===== src/rtl/freq_div_pkg.sv =====
// Shared definitions for the frequency divider bank: channel limits,
// default counter width, div_sel width and the zero-divisor mapping.
package freq_div_pkg;

    localparam int MAX_CH    = 8;
    localparam int CNT_W_DEF = 24;

    // Width of the channel-select bus; one bit minimum for a single channel.
    function automatic int sel_w(input int num_ch);
        return (num_ch <= 1) ? 1 : $clog2(num_ch);
    endfunction

    // Divisor 0 runs like divisor 1. Operates on a 64-bit container so it
    // serves any CNT_W up to 64; callers cast in and out.
    function automatic logic [63:0] eff_div(input logic [63:0] d);
        return (d == 64'd0) ? 64'd1 : d;
    endfunction

endpackage


===== src/rtl/freq_div_chan.sv =====
// One divider channel: counter, active divisor, shadow divisor, pending flag,
// registered tick and optional square wave (built when FREQ_DIV_SQ_OUT_EN).
// Ports: clk, rst_n, i_en, i_clr, i_wr, i_val -> o_pend, o_tick, o_sq.
module freq_div_chan
    import freq_div_pkg::*;
#(
    parameter int               CNT_W   = CNT_W_DEF,
    parameter logic [CNT_W-1:0] DIV_RST = {CNT_W{1'b1}}
) (
    input  logic             clk,
    input  logic             rst_n,
    input  logic             i_en,
    input  logic             i_clr,
    input  logic             i_wr,
    input  logic [CNT_W-1:0] i_val,
    output logic             o_pend,
    output logic             o_tick,
    output logic             o_sq
);

    logic [CNT_W-1:0] r_cnt;
    logic [CNT_W-1:0] r_div;
    logic [CNT_W-1:0] r_shadow;
    logic             r_pend;
    logic             r_tick;

    logic [CNT_W-1:0] w_deff;
    logic             w_wrap;
    logic             w_load;
    logic [CNT_W-1:0] w_next_div;

    assign w_deff = CNT_W'(eff_div(64'(r_div)));
    // Wrap only advances while enabled; clr overrides it below.
    assign w_wrap = i_en && (r_cnt == (w_deff - CNT_W'(1)));
    // A same-cycle write wins over an older pending shadow.
    assign w_load     = i_wr || r_pend;
    assign w_next_div = i_wr ? i_val : r_shadow;

    always_ff @(posedge clk or negedge rst_n) begin
        if (!rst_n) begin
            r_cnt    <= '0;
            r_div    <= DIV_RST;
            r_shadow <= DIV_RST;
            r_pend   <= 1'b0;
            r_tick   <= 1'b0;
        end else begin
            if (i_wr) begin
                r_shadow <= i_val;
            end
            if (i_clr) begin
                r_cnt  <= '0;
                r_tick <= 1'b0;
                r_pend <= 1'b0;
                if (w_load) begin
                    r_div <= w_next_div;
                end
            end else if (w_wrap) begin
                // Divisor changes only here or on clr, so cnt < D always.
                r_cnt  <= '0;
                r_tick <= 1'b1;
                r_pend <= 1'b0;
                if (w_load) begin
                    r_div <= w_next_div;
                end
            end else begin
                if (i_en) begin
                    r_cnt <= r_cnt + CNT_W'(1);
                end
                r_tick <= 1'b0;
                if (i_wr) begin
                    r_pend <= 1'b1;
                end
            end
        end
    end

`ifdef FREQ_DIV_SQ_OUT_EN
    logic r_sq;

    always_ff @(posedge clk or negedge rst_n) begin
        if (!rst_n) begin
            r_sq <= 1'b0;
        end else if (i_clr) begin
            r_sq <= 1'b0;
        end else if (w_wrap) begin
            r_sq <= ~r_sq;
        end
    end

    assign o_sq = r_sq;
`else
    assign o_sq = 1'b0;
`endif

    assign o_pend = r_pend;
    assign o_tick = r_tick;

endmodule


===== src/rtl/freq_divider_bank.sv =====
// NUM_CH-channel clock-enable divider bank; decodes div_wr/div_sel into
// per-channel write strobes. Ports: clk, rst_n, en, clr, div_wr, div_sel,
// div_val -> div_pend, tick, sq. Macro FREQ_DIV_SQ_OUT_EN builds sq flops.
module freq_divider_bank
    import freq_div_pkg::*;
#(
    parameter int               NUM_CH  = 2,
    parameter int               CNT_W   = CNT_W_DEF,
    parameter logic [CNT_W-1:0] DIV_RST = {CNT_W{1'b1}}
) (
    input  logic                      clk,
    input  logic                      rst_n,
    input  logic                      en,
    input  logic                      clr,
    input  logic                      div_wr,
    input  logic [sel_w(NUM_CH)-1:0]  div_sel,
    input  logic [CNT_W-1:0]          div_val,
    output logic [NUM_CH-1:0]         div_pend,
    output logic [NUM_CH-1:0]         tick,
    output logic [NUM_CH-1:0]         sq
);

    localparam int SEL_W = sel_w(NUM_CH);

    logic [NUM_CH-1:0] w_wr;

    for (genvar n = 0; n < NUM_CH; n++) begin : g_ch
        // Selects >= NUM_CH match no channel, so such writes vanish.
        assign w_wr[n] = div_wr && (div_sel == SEL_W'(n));

        freq_div_chan #(
            .CNT_W   (CNT_W),
            .DIV_RST (DIV_RST)
        ) u_chan (
            .clk    (clk),
            .rst_n  (rst_n),
            .i_en   (en),
            .i_clr  (clr),
            .i_wr   (w_wr[n]),
            .i_val  (div_val),
            .o_pend (div_pend[n]),
            .o_tick (tick[n]),
            .o_sq   (sq[n])
        );
    end

endmodule


===== config.mk =====
export PLATFORM = sky130hd
export DESIGN_NAME = freq_divider_bank
export DESIGN_NICKNAME = d
export VERILOG_FILES = /design/src/rtl/freq_div_pkg.sv /design/src/rtl/freq_div_chan.sv /design/src/rtl/freq_divider_bank.sv
export SDC_FILE = /design/constraint.sdc
export NUM_CORES = 1
export LEC_CHECK = 0
export ABC_CLOCK_PERIOD_IN_PS = 8400
export BUFFER_PORTS_ARGS = -buffer_cell sky130_fd_sc_hd__buf_2
export CAP_MARGIN = 20
export CORE_UTILIZATION = 30
export DETAILED_ROUTE_END_ITERATION = 16
export PLACE_DENSITY = 0.44
export SYNTH_ARGS = -nofsm -noshare
export SYNTH_HDL_FRONTEND = slang
export SYNTH_SLANG_ARGS = --single-unit

===== constraint.sdc =====
create_clock -name clk -period 8.4 [get_ports clk]
set_input_delay 0.84 -clock clk [delete_from_list [all_inputs] [get_ports clk]]
set_output_delay 0.84 -clock clk [all_outputs]
set_load 0.02 [all_outputs]

### Word-level counts from Yosys, hierarchy flattened

Cells that the tools add are included.

| cells by class | value |
|---|---|
| $add $sub $neg | 4 |
| equality and inequality tests | 2 |
| mux-type cells | 26 |
| bitwise gates (word level) | 1 |
| reductions and logical operators | 14 |

Operators by type and width:

| kind | count |
|---|---|
| 24-bit 2-to-1 mux | 16 |
| 24-bit by 1-bit adder with 24-bit output (second input constant) | 2 |
| 24-bit equality test | 2 |
| 24-bit logical NOT | 2 |
| 24-bit by 1-bit subtractor with 24-bit output (second input constant) | 2 |
| 3-bit nonzero test | 4 |
| 1-bit 2-to-1 mux | 10 |
| 1-bit logical AND | 4 |
| 2-bit nonzero test | 2 |
| 1-bit logical OR | 2 |
| 1-bit inverter | 1 |

| storage, ports and cells | value |
|---|---|
| register bits | 148 |
| input port bits | 30 |
| logic and storage cells | 57 |

### Longest topological paths before layout

| logic depth | value |
|---|---|
| word-level depth | 7 |
| mapped depth | 18 |
| mapped depth without buffers | 14 |

### Cells and area by module

Synthesis repeated with hierarchy kept, for this count alone.

| unflattened totals | value |
|---|---|
| cells, all modules | 777 |
| area, all modules | 8540.7 um^2 |

Modules (own cells, without submodules):

| module | times used | cells each | area each (um^2) | seq. area each (um^2) |
|---|---|---|---|---|
| freq_div_chan at g_ch[1].u_chan | 1 | 398 | 4315.4 | 1911.8 |
| freq_div_chan at g_ch[0].u_chan | 1 | 377 | 4209.0 | 1911.8 |
| freq_divider_bank | 1 | 2 | 16.3 | 0.0 |

### Least setup slack after synthesis

OpenSTA, ideal clock, no wires.

| timing | value |
|---|---|
| kind | register to register |
| start | register g_ch[0].u_chan.r_div[10] |
| end | register g_ch[0].u_chan.r_div[10] |
| setup time | 0.085 ns |
| arrival | 4.115 ns |
| required time | 8.315 ns |
| path slack | 4.200 ns |
| cell stages (with the launch flop) | 19 |
| clock period less this slack | 4.200 ns |
| cells stage by stage | dfstp_2 -> clkbuf_1 -> nor3_1 -> nand4_1 -> clkbuf_1 -> nor2_1 -> a21oi_1 -> ha_1 -> or3b_2 -> clkbuf_1 -> nor3_2 -> o311a_1 -> o211ai_1 -> nor4_1 -> nand4_1 -> o21ai_4 -> nand2_2 -> buf_6 -> mux2_1 |

| on the way | value |
|---|---|
| cells in the longest elaborated chain, start to end | 6 |
| elaborated cells between the ends (all ways) | 9 |
| those cells by class | add/sub: 1; eq/ne: 1; mux: 4; reduce/logical: 3 |

RTL lines:

| element | line | text |
|---|---|---|
| start: declaration | freq_div_chan.sv:22 | `logic [CNT_W-1:0] r_div;` |
| start signal: assignment | freq_div_chan.sv:55 | `r_div <= w_next_div;` |
| start signal: assignment | freq_div_chan.sv:63 | `r_div <= w_next_div;` |
| 24-bit logical NOT | freq_div_pkg.sv:16 | `return (d == 64'd0) ? 64'd1 : d;` |
| 24-bit 2-to-1 mux | freq_div_pkg.sv:16 |  |
| 24-bit by 1-bit subtractor with 24-bit output | freq_div_chan.sv:34 | `assign w_wrap = i_en && (r_cnt == (w_deff - CNT_W'(1)));` |
| 24-bit equality test | freq_div_chan.sv:34 |  |
| 1-bit logical AND | freq_div_chan.sv:34 |  |
| 2-bit nonzero test (no line) | -- |  |

Parallel ways exist; a longest one is shown, timed or not. The select of a mux whose other input is x is not followed.
A chain may end at the register's enable or synchronous reset.

### Worst setup path in the final report

| timing | value |
|---|---|
| start | register g_ch[0].u_chan.r_div[10] |
| end | register g_ch[0].u_chan.r_div[16] |

| on the way | value |
|---|---|
| cells in the longest elaborated chain, start to end | 6 |

RTL lines:

| element | line |
|---|---|
| 24-bit logical NOT | freq_div_pkg.sv:16 |
| 24-bit 2-to-1 mux (*) | freq_div_pkg.sv:16 |
| 24-bit by 1-bit subtractor with 24-bit output (*) | freq_div_chan.sv:34 |
| 24-bit equality test (*) | freq_div_chan.sv:34 |
| 1-bit logical AND (*) | freq_div_chan.sv:34 |
| 2-bit nonzero test (no line) (*) | -- |

Every way passes the cells marked *; elsewhere a longest branch is shown, timed or not.

==> flow_summary.yaml <==
clock_tree:
  clk_pin_slew_ns: 0.07
  tritoncts: "done"
  cts_max_level: 4
  cts_buffer_depth: 2
  hold_buffers: 0
  post_cts_buffers: 0
  numClockSinks: 148
  cts_made_buffers: 17
  root_buffer: "clkbuf_16"
  insertion_delay_ns: 0.43
  ctsResizeCount: 0
yosys:
  synth.area.top_cells: "dfstp_2, dfrtp_1, mux2_2"
  ys_ff_latch: 148
  syn-instance-count: 750
  yosysWarnings: 0
  synth_edf_count: 0
  synth.largest_area_cell: "dfstp_2"
  synth_area_per_cell_um2: 10.9
  synthArstFlopShare: 1.00
  synthDistinctLibCells: 71
  yosysTopAreaCellShare: 0.309
  synth_area_um2: 8170
  ys_seq_area_frac: 0.468
  synthFlopType: "dfstp_2"
cells_and_area:
  fin_cells: 1123
  area_delta_synth_final_pct: 12.9
  drive_gt1_frac: 0.324
  fin_area_um2: 9220
  nFillCells: 2670
  utilization: 0.344
  diodes: 0
  final_nets: 803
floorplanning:
  initial_utilization: 0.305
  rows: 60
  core_area_um2: 26800
  dieArea_um2: 27900
  io_pins: 36
  die_w_um: 167
  die_h_um: 167
drt:
  wl_met3_um: 461
  drt-initial-drc-count: 282
  wl_met2_um: 9810
  ant_nets: 0
  met1_length_um: 9610
  top_layer_used: "met4"
  post_drt_wl_per_cell_um: 18.0
  drt_pass1_iterations: 4
  drc: 0
  via_per_inst: 4.98
  vias: 5588
  drt-total-wl_um: 20300
global_route:
  grt_pass1_wl_um: 33000
  grt_start_max_net_pins: 81
  grt_pass1_vias: 5761
  grtUsageTotal: 0.155
  antenna_found_initial: 0
  overflow: 0
power:
  p_leak_nw: 3.52
  p_switching_mw: 0.703
  p_total_mw: 2.25
  switching_share: 0.313
  pwr-share-seq: 0.461
  internal-power_mw: 1.54
  clockPowerShare: 0.342
  ir_drop_mv: 0.111
  p_per_area_nw_per_um2: 244
  p_comb_frac: 0.197
critical_path:
  critPathLaunchType: "flip-flop"
  cp-end-kind: "flip-flop"
  worst-path-max-fanout: 25
  r2r_setup_slack_ns: 3.04
  required_ns: 8.74
  reg2reg_depth: 14
  reg2reg_to: "g_ch[0].u_chan.r_div[16]"
  r2r_start: "g_ch[0].u_chan.r_div[10]"
  critPathKind: "flip-flop to flip-flop"
  arrival_ns: 5.70
run_status:
  status: "finished, final reports clean"
sta:
  hold_viol: 0
  maxSlewViolCount: 0
  layout_min_cycle_time_ns: 5.36
  worstMarginPinSlew_ns: 0.686
  setup_viol: 0
  timing.fmax_ghz: 0.186
  hold_ws_ns: 0.379
  rsz0062_at_grt: "no"
  finalClockSkew_ns: 0.0180
  period_share: 0.638
  slew_headroom: 0.541
  layout_setup_ws_ns: 3.04
  tns_ns: 0
place:
  placed_area_um2: 8600
  gp_congestion: 0.910
  placedCellCount: 1090
  dp_slack_ns: 3.06
  port_buffers: 33
  dp_hpwl_um: 15300
min_path:
  hp-class: "input port to asynchronous set/reset pin"
job:
  drv_cap: 0
how the worst max path moves through the flow:
| stage | slack [ns] | end | startpoint |
|---|---|---|---|
| 2_1_floorplan | 4.20 | g_ch[0].u_chan.r_div[10] | g_ch[0].u_chan.r_div[10] |
| 3_3_place_gp | 3.14 | g_ch[0].u_chan.r_div[14] | g_ch[0].u_chan.r_div[10] |
| 3_5_place_dp | 3.06 | g_ch[0].u_chan.r_div[12] | g_ch[0].u_chan.r_div[10] |
| 4_1_cts | 3.03 | g_ch[0].u_chan.r_div[16] | g_ch[0].u_chan.r_div[10] |
| 5_1_grt | 2.53 | g_ch[0].u_chan.r_div[14] | g_ch[0].u_chan.r_div[10] |
| 6_report | 3.04 | g_ch[0].u_chan.r_div[16] | g_ch[0].u_chan.r_div[10] |
critical path: stages, from the launching register on:
cell and delay (ns):
dfstp_2 0.60, nor3_1 0.11, nand4_1 0.43, nor2_1 0.15, a21oi_1 0.17, ha_1 0.19, or3b_2 0.55, nor3_2 0.50
o311a_1 0.27, o211ai_1 0.08, nor4_1 0.32, nand4_1 0.26, o21ai_4 0.60, nand2_2 0.55, mux2_1 0.46
synth_stat cells, types with 10 or more instances:
library cell / number
nand2_1: 38
mux2_1: 31
dfrtp_1: 52
xor2_1: 41
inv_1: 15
nor4_1: 16
nor3_1: 24
mux2_2: 56
nand3_1: 21
clkbuf_1: 25
mux2_4: 10
nand4_1: 14
or3_1: 11
dfstp_2: 96
nor2_1: 88
xnor2_1: 60
layout make-up:
class	instances	area (um2)	area share
inverters	17	63.8	0.00692
flip-flops and latches	148	3820	0.415
clock buffers	18	439	0.0476
multi-input cells	547	4080	0.443
clock inverters	14	158	0.0171
well taps	341	427	0.0463
repair buffers	38	229	0.0248
sequential cells by signal, indices dropped and copies added (netlist names):
register,cells
g_ch.u_chan.r_shadow,48
g_ch.u_chan.o_pend,2
g_ch.u_chan.r_div,48
g_ch.u_chan.o_tick,2
g_ch.u_chan.r_cnt,48
cells in the final DEF, fill, tap and decap left out, types with 5 or more instances in the layout:
cell type / synthesis / final
xnor2_1: 60 / 60
nor2b_1: 6 / 6
nor4_1: 16 / 16
inv_6: 0 / 5
mux2_1: 31 / 31
nand2b_1: 6 / 6
or3_1: 11 / 11
mux2i_1: 7 / 7
o211ai_1: 6 / 6
o21ai_0: 9 / 9
and3_1: 6 / 6
nand3_1: 21 / 21
buf_2: 2 / 32
nand4_1: 14 / 14
nor3_1: 24 / 24
nor2_1: 88 / 88
dfrtp_1: 52 / 52
or4_1: 6 / 6
a21oi_1: 9 / 9
clkbuf_16: 0 / 17
xor2_1: 41 / 41
nand2_1: 38 / 38
mux2_4: 10 / 10
inv_1: 15 / 15
dfstp_2: 96 / 96
a211oi_1: 7 / 7
mux2_2: 56 / 56
power by group through the flow:
stage	Clock [mW]	Combinational [mW]	Sequential, mW
4_1_cts	0.797	0.447	1.04
3_5_place_dp	0	0.444	1.05
5_1_grt	0.827	0.490	1.06
2_1_floorplan	0	0.362	0.983
6_report	0.769	0.442	1.04
3_3_place_gp	0	0.441	1.04
logic make-up (layout without fill, tap and decap cells):
family,count (synthesis),after routing,synth area share
and+or+nand+nor,272,272,0.174
DFF,148,148,0.468
muxes,104,104,0.147
xor gates and xnor gates,102,102,0.111
AOI/OAI and AO/OA,63,63,0.0605
buffers and inverters,56,87,0.0325
adders and majority gates,4,4,0.00613
other,1,2,0.000459
metal layers:
layer | GRT usage | vias up
li1 | - | 2674
met1 | 0.201 | 2827
met2 | 0.256 | 69
met3 | 0.0342 | 18
met4 | 0.0511 | 0
met5 | 0 | -
Power figures use the tool's default switching activity.
